$ cat src/rtl/ms_timer_pkg.sv
// Shared types and elaboration helpers for the millisecond timer bank.
package ms_timer_pkg;

    // Widest channel count supported; channel state is stored at this width
    // and only the low CNT_W bits are ever non-zero.
    localparam int MAX_CNT_W = 64;

    // Clock cycles per tick.
    function automatic int calc_div(input int clk_hz, input int tick_hz);
        return clk_hz / tick_hz;
    endfunction

    // Width of a channel index; never narrower than one bit.
    function automatic int calc_ch_w(input int nch);
        return (nch > 1) ? $clog2(nch) : 1;
    endfunction

    // Per-channel countdown state.
    typedef struct packed {
        logic [MAX_CNT_W-1:0] remaining;
        logic [MAX_CNT_W-1:0] reload;
        logic                 periodic;
        logic                 active;
    } ch_state_t;

endpackage

$ cat src/rtl/tick_prescaler.sv
// Divides clk by DIV and flags the cycle whose closing edge is a tick edge.
module tick_prescaler
    import ms_timer_pkg::*;
#(
    parameter int CLK_HZ  = 50_000_000,
    parameter int TICK_HZ = 1000
) (
    input  logic clk,
    input  logic reset,
    input  logic en,
    output logic tick_en
);

    localparam int DIV   = calc_div(CLK_HZ, TICK_HZ);
    localparam int PRE_W = (DIV > 1) ? $clog2(DIV) : 1;
    localparam logic [PRE_W-1:0] PRE_MAX = PRE_W'(DIV - 1);

    generate
        if (DIV < 2) begin : g_bad_div
            $error("tick_prescaler: CLK_HZ/TICK_HZ must be at least 2");
        end
        if ((CLK_HZ % TICK_HZ) != 0) begin : g_bad_ratio
            $error("tick_prescaler: CLK_HZ must be an integer multiple of TICK_HZ");
        end
    endgenerate

    logic [PRE_W-1:0] pre_q;
    logic [PRE_W-1:0] pre_d;

    // Next prescaler value and the tick strobe; both freeze while en is low.
    always_comb begin
        pre_d   = pre_q;
        tick_en = 1'b0;
        if (en) begin
            if (pre_q == PRE_MAX) begin
                pre_d   = '0;
                tick_en = 1'b1;
            end else begin
                pre_d = pre_q + PRE_W'(1);
            end
        end
    end

    // Prescaler register.
    always_ff @(posedge clk or posedge reset) begin
        if (reset) begin
            pre_q <= '0;
        end else begin
            pre_q <= pre_d;
        end
    end

endmodule

$ cat src/rtl/ms_timer_bank.sv
// Millisecond timebase: free-running tick counter plus NCH countdown channels.
// Load/cancel are fire-and-forget strobes: a request is taken on every clk edge
// where its valid bit is high; there is no ready and nothing is ever stalled.
module ms_timer_bank
    import ms_timer_pkg::*;
#(
    parameter int CLK_HZ  = 50_000_000,
    parameter int TICK_HZ = 1000,
    parameter int CNT_W   = 32,
    parameter int NCH     = 4,
    localparam int CH_W   = calc_ch_w(NCH)
) (
    input  logic             clk,
    input  logic             reset,
    input  logic             en,
    input  logic             ld_valid,
    input  logic [CH_W-1:0]  ld_ch,
    input  logic [CNT_W-1:0] ld_val,
    input  logic             ld_periodic,
    input  logic             cancel,
    input  logic [CH_W-1:0]  cancel_ch,
    output logic             tick,
    output logic [CNT_W-1:0] cnt,
    output logic [NCH-1:0]   active,
    output logic [NCH-1:0]   expired
);

    generate
        if (NCH < 1) begin : g_bad_nch
            $error("ms_timer_bank: NCH must be at least 1");
        end
        if (CNT_W < 1 || CNT_W > MAX_CNT_W) begin : g_bad_cnt_w
            $error("ms_timer_bank: CNT_W out of range");
        end
    endgenerate

    logic             tick_en;
    logic             tick_q;
    logic [CNT_W-1:0] cnt_q;

    tick_prescaler #(
        .CLK_HZ  (CLK_HZ),
        .TICK_HZ (TICK_HZ)
    ) u_prescaler (
        .clk     (clk),
        .reset   (reset),
        .en      (en),
        .tick_en (tick_en)
    );

    // Registered tick pulse and wrapping tick counter.
    always_ff @(posedge clk or posedge reset) begin
        if (reset) begin
            tick_q <= 1'b0;
            cnt_q  <= '0;
        end else begin
            tick_q <= tick_en;
            if (tick_en) begin
                cnt_q <= cnt_q + CNT_W'(1);
            end
        end
    end

    assign tick = tick_q;
    assign cnt  = cnt_q;

    for (genvar i = 0; i < NCH; i++) begin : g_ch
        ch_state_t st_q;
        ch_state_t st_d;
        logic      exp_q;
        logic      exp_d;
        logic      ld_hit;
        logic      cancel_hit;

        // Index match alone rejects out-of-range channels; a zero count is never armed.
        assign ld_hit     = ld_valid && (ld_ch == CH_W'(i)) && (ld_val != '0);
        assign cancel_hit = cancel && (cancel_ch == CH_W'(i));

        // Channel next state: cancel beats load, load beats the tick step.
        always_comb begin
            st_d  = st_q;
            exp_d = 1'b0;
            if (cancel_hit) begin
                st_d.active = 1'b0;
            end else if (ld_hit) begin
                st_d.remaining = MAX_CNT_W'(ld_val);
                st_d.reload    = MAX_CNT_W'(ld_val);
                st_d.periodic  = ld_periodic;
                st_d.active    = 1'b1;
            end else if (tick_en && st_q.active) begin
                if (st_q.remaining > MAX_CNT_W'(1)) begin
                    st_d.remaining = st_q.remaining - MAX_CNT_W'(1);
                end else begin
                    exp_d = 1'b1;
                    if (st_q.periodic) begin
                        st_d.remaining = st_q.reload;
                    end else begin
                        st_d.active = 1'b0;
                    end
                end
            end
        end

        // Channel state and expiry pulse registers.
        always_ff @(posedge clk or posedge reset) begin
            if (reset) begin
                st_q  <= '0;
                exp_q <= 1'b0;
            end else begin
                st_q  <= st_d;
                exp_q <= exp_d;
            end
        end

        assign active[i]  = st_q.active;
        assign expired[i] = exp_q;
    end

endmodule

$ cat config.mk
export PLATFORM = sky130hd
export DESIGN_NAME = ms_timer_bank
export DESIGN_NICKNAME = d
export VERILOG_FILES = /design/src/rtl/ms_timer_pkg.sv /design/src/rtl/tick_prescaler.sv /design/src/rtl/ms_timer_bank.sv
export SDC_FILE = /design/constraint.sdc
export NUM_CORES = 1
export LEC_CHECK = 0
export ABC_AREA = 1
export CORE_MARGIN = 2
export CORE_UTILIZATION = 60
export DETAILED_ROUTE_END_ITERATION = 8
export HOLD_SLACK_MARGIN = 0.12
export PLACE_DENSITY_LB_ADDON = 0.05
export REMOVE_ABC_BUFFERS = 1
export SLEW_MARGIN = 25
export SYNTH_ARGS = -nofsm -noshare
export SYNTH_HDL_FRONTEND = slang
export SYNTH_HIERARCHICAL = 1
export SYNTH_SLANG_ARGS = --single-unit
$ cat constraint.sdc
create_clock -name clk -period 21.9 [get_ports clk]
set_input_delay 3.285 -clock clk [delete_from_list [all_inputs] [get_ports clk]]
set_output_delay 3.285 -clock clk [all_outputs]
set_load 0.005 [all_outputs]
## After elaboration in Yosys (flattened, before gate mapping)

Index checks and enable logic that the tools add are counted.

| word-level totals | value |
|---|---|
| register bits after elaboration | 445 |
| input bits | 42 |
| output and inout port bits | 41 |
| word-level logic and storage cells | 150 |

| cells by class | value |
|---|---|
| add/sub/neg operators | 6 |
| $lt $le $gt $ge | 4 |
| eq/ne operators | 15 |
| mux-type cells | 55 |
| bitwise logic cells | 4 |
| reductions and logical operators | 43 |

Operators by type and width:

| operator | number |
|---|---|
| 2-to-1 mux 64 bit | 16 |
| > comparator 64 x 1 -> 1 bit (second input constant) | 4 |
| subtractor 64 x 1 -> 64 bit (second input constant) | 4 |
| 2-to-1 mux 1 bit | 38 |
| adder 32 x 1 -> 32 bit (second input constant) | 1 |
| nonzero test 32 bit | 1 |
| AND reduction 3 bit | 8 |
| nonzero test 3 bit | 8 |
| adder 16 x 1 -> 16 bit (second input constant) | 1 |
| equality test 16 bit (second input constant) | 1 |
| logical AND 1 bit | 16 |
| 2-to-1 mux 16 bit | 1 |
| inequality test 3 x 1 -> 1 bit (second input constant) | 4 |
| inequality test 3 bit (second input constant) | 4 |
| equality test 2 bit (second input constant) | 4 |
| AND reduction 2 bit | 4 |
| nonzero test 2 bit | 4 |
| equality test 2 x 1 -> 1 bit (second input constant) | 2 |
| logical NOT 2 bit | 2 |
| NOT 1 bit | 4 |

## Longest topological paths before layout

| depth | value |
|---|---|
| word-level depth | 7 |
| depth in mapped cells | 16 |
| mapped depth without buffers | 14 |

## Hierarchy

Netlist, hierarchy kept.

Modules (own cells, without submodules):

| module | instances | cells an instance | area each (um2) | seq. area each (um2) |
|---|---|---|---|---|
| ms_timer_bank | 1 | 4343 | 28392.2 | 10735.3 |
| tick_prescaler | 1 | 134 | 993.5 | 400.4 |

## Worst setup path before layout

Ideal clock, no wire load.

| timing path | value |
|---|---|
| path type | input to register |
| from | in en |
| to | reg cnt_q[29] (netlist: cnt[29]) |
| library setup time | 0.123 ns |
| arrival | 5.077 ns |
| required time | 21.777 ns |
| setup slack | 16.700 ns |
| stages | 14 |
| path buffers | 2 |
| path through | buf_4 -> nand3_2 -> inv_1 -> nand3_2 -> inv_2 -> buf_2 -> nand4_1 -> nor2_1 -> nand2_1 -> nor2_1 -> nand2_1 -> nor3_2 -> nand2_1 -> xnor2_1 |

| between the ends | value |
|---|---|
| cells in the longest elaborated chain, start to end | 1 |

Ends and longest elaborated chain:

| what | line | text |
|---|---|---|
| from (decl) | ms_timer_bank.sv:15 | `input logic en,` |
| 2-to-1 mux 1 bit | tick_prescaler.sv:34 | `if (en) begin` |
| net tick_en | ms_timer_bank.sv:37 | `logic tick_en;` |
| to (signal assigned) | ms_timer_bank.sv:59 | `cnt_q <= cnt_q + CNT_W'(1);` |
| to (decl) | ms_timer_bank.sv:39 | `logic [CNT_W-1:0] cnt_q;` |

The timed path passes the listed nets, and every way through them passes these cells.
A chain may end at the register's enable or synchronous reset.

## Worst setup path in the final report

| timing path | value |
|---|---|
| from | in ld_val[6] |
| to | reg g_ch[3].st_q[76] (netlist bit) |

| between the ends | value |
|---|---|
| cells in the longest elaborated chain, start to end | 4 |
| elaborated cells between the ends (all ways) | 6 |
| those cells by class | mux (1); reduce/logical (5) |

Ends and longest elaborated chain:

| what | line | text |
|---|---|---|
| from (decl) | ms_timer_bank.sv:18 | `input logic [CNT_W-1:0] ld_val,` |
| nonzero test 32 bit (*) | ms_timer_bank.sv:76 | `assign ld_hit = ld_valid && (ld_ch == CH_W'(i)) && (ld_val != '0);` |
| logical AND 1 bit (*) | ms_timer_bank.sv:76 |  |
| nonzero test 3 bit (no source line) / nonzero test 2 bit (equally long branches) | -- |  |
| AND reduction 3 bit (no source line) | -- |  |
| to (signal assigned) | ms_timer_bank.sv:110 | `st_q <= st_d;` |
| to (decl) | ms_timer_bank.sv:68 | `ch_state_t st_q;` |

Mark *: on every way between the ends. The rest lies on a longest branch, timed or not.

==> impl_metrics.tcl <==
set metrics [dict create \
    status "finished, final reports clean" \
    dr.pass1.iters 5 \
    dp_hpwl_um 61920 \
    fillers 4608 \
    wirelength_um 87890 \
    path_clk_slew_ns 0.06 \
    netlist.top_cell.by_area "dfrtp_1" \
    critPathKind "in2reg" \
    ctsResizeCount 0 \
    fp.dieH_um 225.3 \
    gp_congestion 0.9573 \
    ys.flop_type "dfrtp_1" \
    initial_utilization_pct 60.41 \
    slew_violations 0 \
    final_common_cell "nand2_1" \
    track_usage_pct 34.82 \
    grt_pass1_wl_um 140300 \
    overflow 0 \
    period_needed_ns 7.414 \
    ys_seq_elements 445 \
    grt_max_degree 130 \
    final.setup_skew_ns 0.02603 \
    cp_max_fo 68 \
    async_flop_share_pct 100.0 \
    ios 83 \
    cp.required_ns 22.39 \
    final_antenna_net_count 0 \
    drt_iter0_markers 2856 \
    clkSinkCount 445 \
    syn2layout_area_growth_pct 8.763 \
    final_cell_mix "1,764 x nand2_1, 716 x nor2_1, 445 x dfrtp_1, 369 x nand3_1, 327 x inv_1" \
    worst_setup_path_end_kind "register" \
    hold_viol 0 \
    num_vias 28460 \
    drive_above_1_share_pct 5.613 \
    ys_warn_count 6 \
    synth_area_um2 29390 \
    wl_per_cell_um 17.07 \
    postCtsSetupBuffers 0 \
    worst_slew_pin_slew_ns 1.052 \
    synth_area_per_cell_um2 6.564 \
    max_freq_mhz 134.9 \
    synth_edf_count 0 \
    synth_area_leaders "dfrtp_1 38%, nand2_1 23%, nor2_1 9.1%, nand3_1 6.3%, inv_1 4.2%" \
    setup_tns_ns 0 \
    synth_cell_types 40 \
    ir_drop_uv 69.51 \
    seq_area_frac_synth_pct 37.89 \
    maxCapViolCount 0 \
    root_buffer "clkbuf_16" \
    cellLeakagePower_nw 16.81 \
    final_nets 4539 \
    port_buffers 82 \
    cts_tree "built" \
    power_density_nw_per_um2 92.24 \
    arrival_ns 7.90 \
    cts_buffers 48 \
    grt_setup_unrepaired "false" \
    drc 0 \
    die_x_um 225.3 \
    ff2ff_setup_slack_ns 17.86 \
    viasPerCell 5.527 \
    core-area_um2 48650 \
    holdWs_ns 0.4746 \
    htree_num_levels 2 \
    cts_hold_buf 0 \
    dieArea_um2 50760 \
    grt_pass1_vias 26140 \
    cts_buffer_depth 3 \
    synth_top_area_share_pct 37.89 \
    syn-instance-count 4477 \
    finalSetupViolCount 0 \
    holdCritPathClass "reg2reg" \
    rows 81 \
    antenna_found_initial 2 \
    insertion_delay_ns 0.62 \
    max_slew_margin_pct 29.58 \
    worstSetupStartpointType "input pin" \
    fin_crit_sh_pct 33.86 \
]
==> sequential cells by signal, indices dropped and copies added, names as in the netlist <==
| register | cells |
|---|---|
| g_ch.st_q | 388 |
| cnt | 32 |
| u_prescaler/pre_q | 16 |
| active | 4 |
| g_ch.exp_q | 4 |
| tick | 1 |
==> where the power goes <==
part	total [W]	switching (W)	internal, W
registers	0.00113	0.000165	0.000961
logic	0.000966	0.000643	0.000323
clock network	0.000856	0.000355	0.000501
==> worst paths after layout <==
path	startpoint	to	cells after the start
worst max-delay path	ld_val[6]	g_ch[3].st_q[76]	16
worst min-delay path	cnt[31]	cnt[31]	1
worst max register to register	u_prescaler/pre_q[0]	g_ch[3].st_q[76]	12
worst min register to register	cnt[31]	cnt[31]	1
max in group asynchronous	reset	g_ch[1].st_q[74]	5
min in group asynchronous	reset	cnt[8]	2
==> layer usage <==
metal	GRT usage (%)	up-vias	wire [µm]
met5	0	-	0
met2	53.62	978	38800
met1	49.74	13340	39750
li1	-	13990	-
met3	6.467	154	6513
met4	11.07	0	2824
==> kinds of logic (layout without fill, tap and decap cells) <==
logic type	count (synthesis)	in the layout	share of synthesized area [%]
flip-flops	445	445	37.89
multiplexers	1	1	0.03406
AND/OR/NAND/NOR	3089	3089	44.15
XOR/XNOR	178	178	5.305
AO/OA/AOI/OAI	260	260	4.675
buffers and inverters	494	542	7.511
adder cells (fa/ha/maj)	10	10	0.4258
other	0	2	0
==> per-stage QoR <==
| step | utilization (%) | area [µm²] | setup slack (ns) | cells | total power [W] |
|---|---|---|---|---|---|
| after floorplan | - | 28510 | 6.668 | 4336 | 0.001824 |
| after global placement | 62.20 | 30260 | 13.98 | 5058 | 0.002064 |
| after detailed placement | 62.21 | 30260 | 13.85 | 5058 | 0.002077 |
| after CTS | 65.59 | 31910 | 14.46 | 5146 | 0.002939 |
| after global routing | 65.69 | 31960 | 14.16 | 5147 | 0.003149 |
| final | 65.70 | 31960 | 14.49 | 5149 | 0.002948 |
==> Yosys cell counts, types with 9 or more instances <==
master / n
inv_1: 328
buf_2: 46
nor3_1: 30
inv_2: 24
nand2_1: 1766
clkbuf_1: 37
nand2_2: 26
buf_1: 12
xnor2_1: 42
ha_1: 10
nand3_2: 55
nand4_1: 36
a21oi_1: 9
xor2_1: 136
nand3_1: 369
nand3b_1: 41
nor2_1: 716
dfrtp_1: 445
o21ai_1: 9
o21ai_0: 219
o21bai_1: 13
nor2_2: 20
buf_6: 18
buf_4: 23
==> cell type report <==
| class | count | area (µm²) | area share, % |
|---|---|---|---|
| Tap cell | 622 | 778.2 | 2.435 |
| Antenna cell | 2 | 5.005 | 0.01566 |
| Clock inverter | 19 | 214.0 | 0.6694 |
| Multi-Input combinational cell | 3538 | 16070 | 50.28 |
| Timing Repair Buffer | 101 | 987.2 | 3.089 |
| Sequential cell | 445 | 11140 | 34.84 |
| Inverter | 353 | 1339 | 4.189 |
| Clock buffer | 69 | 1433 | 4.482 |
==> worst max-delay path: stages <==
cell,delay [ns]
clkdlybuf4s50_1,0.67
inv_2,0.13
nand3_1,0.10
nor2_1,0.05
nand2_1,0.12
nor2_1,0.06
inv_2,0.07
nand2_2,0.05
buf_4,0.26
inv_2,0.53
nand2_2,0.06
buf_4,0.33
nand2_2,0.74
clkinv_2,1.01
nand2_1,0.30
nand2_1,0.08
No activity file was read; power rests on OpenSTA's default activity.
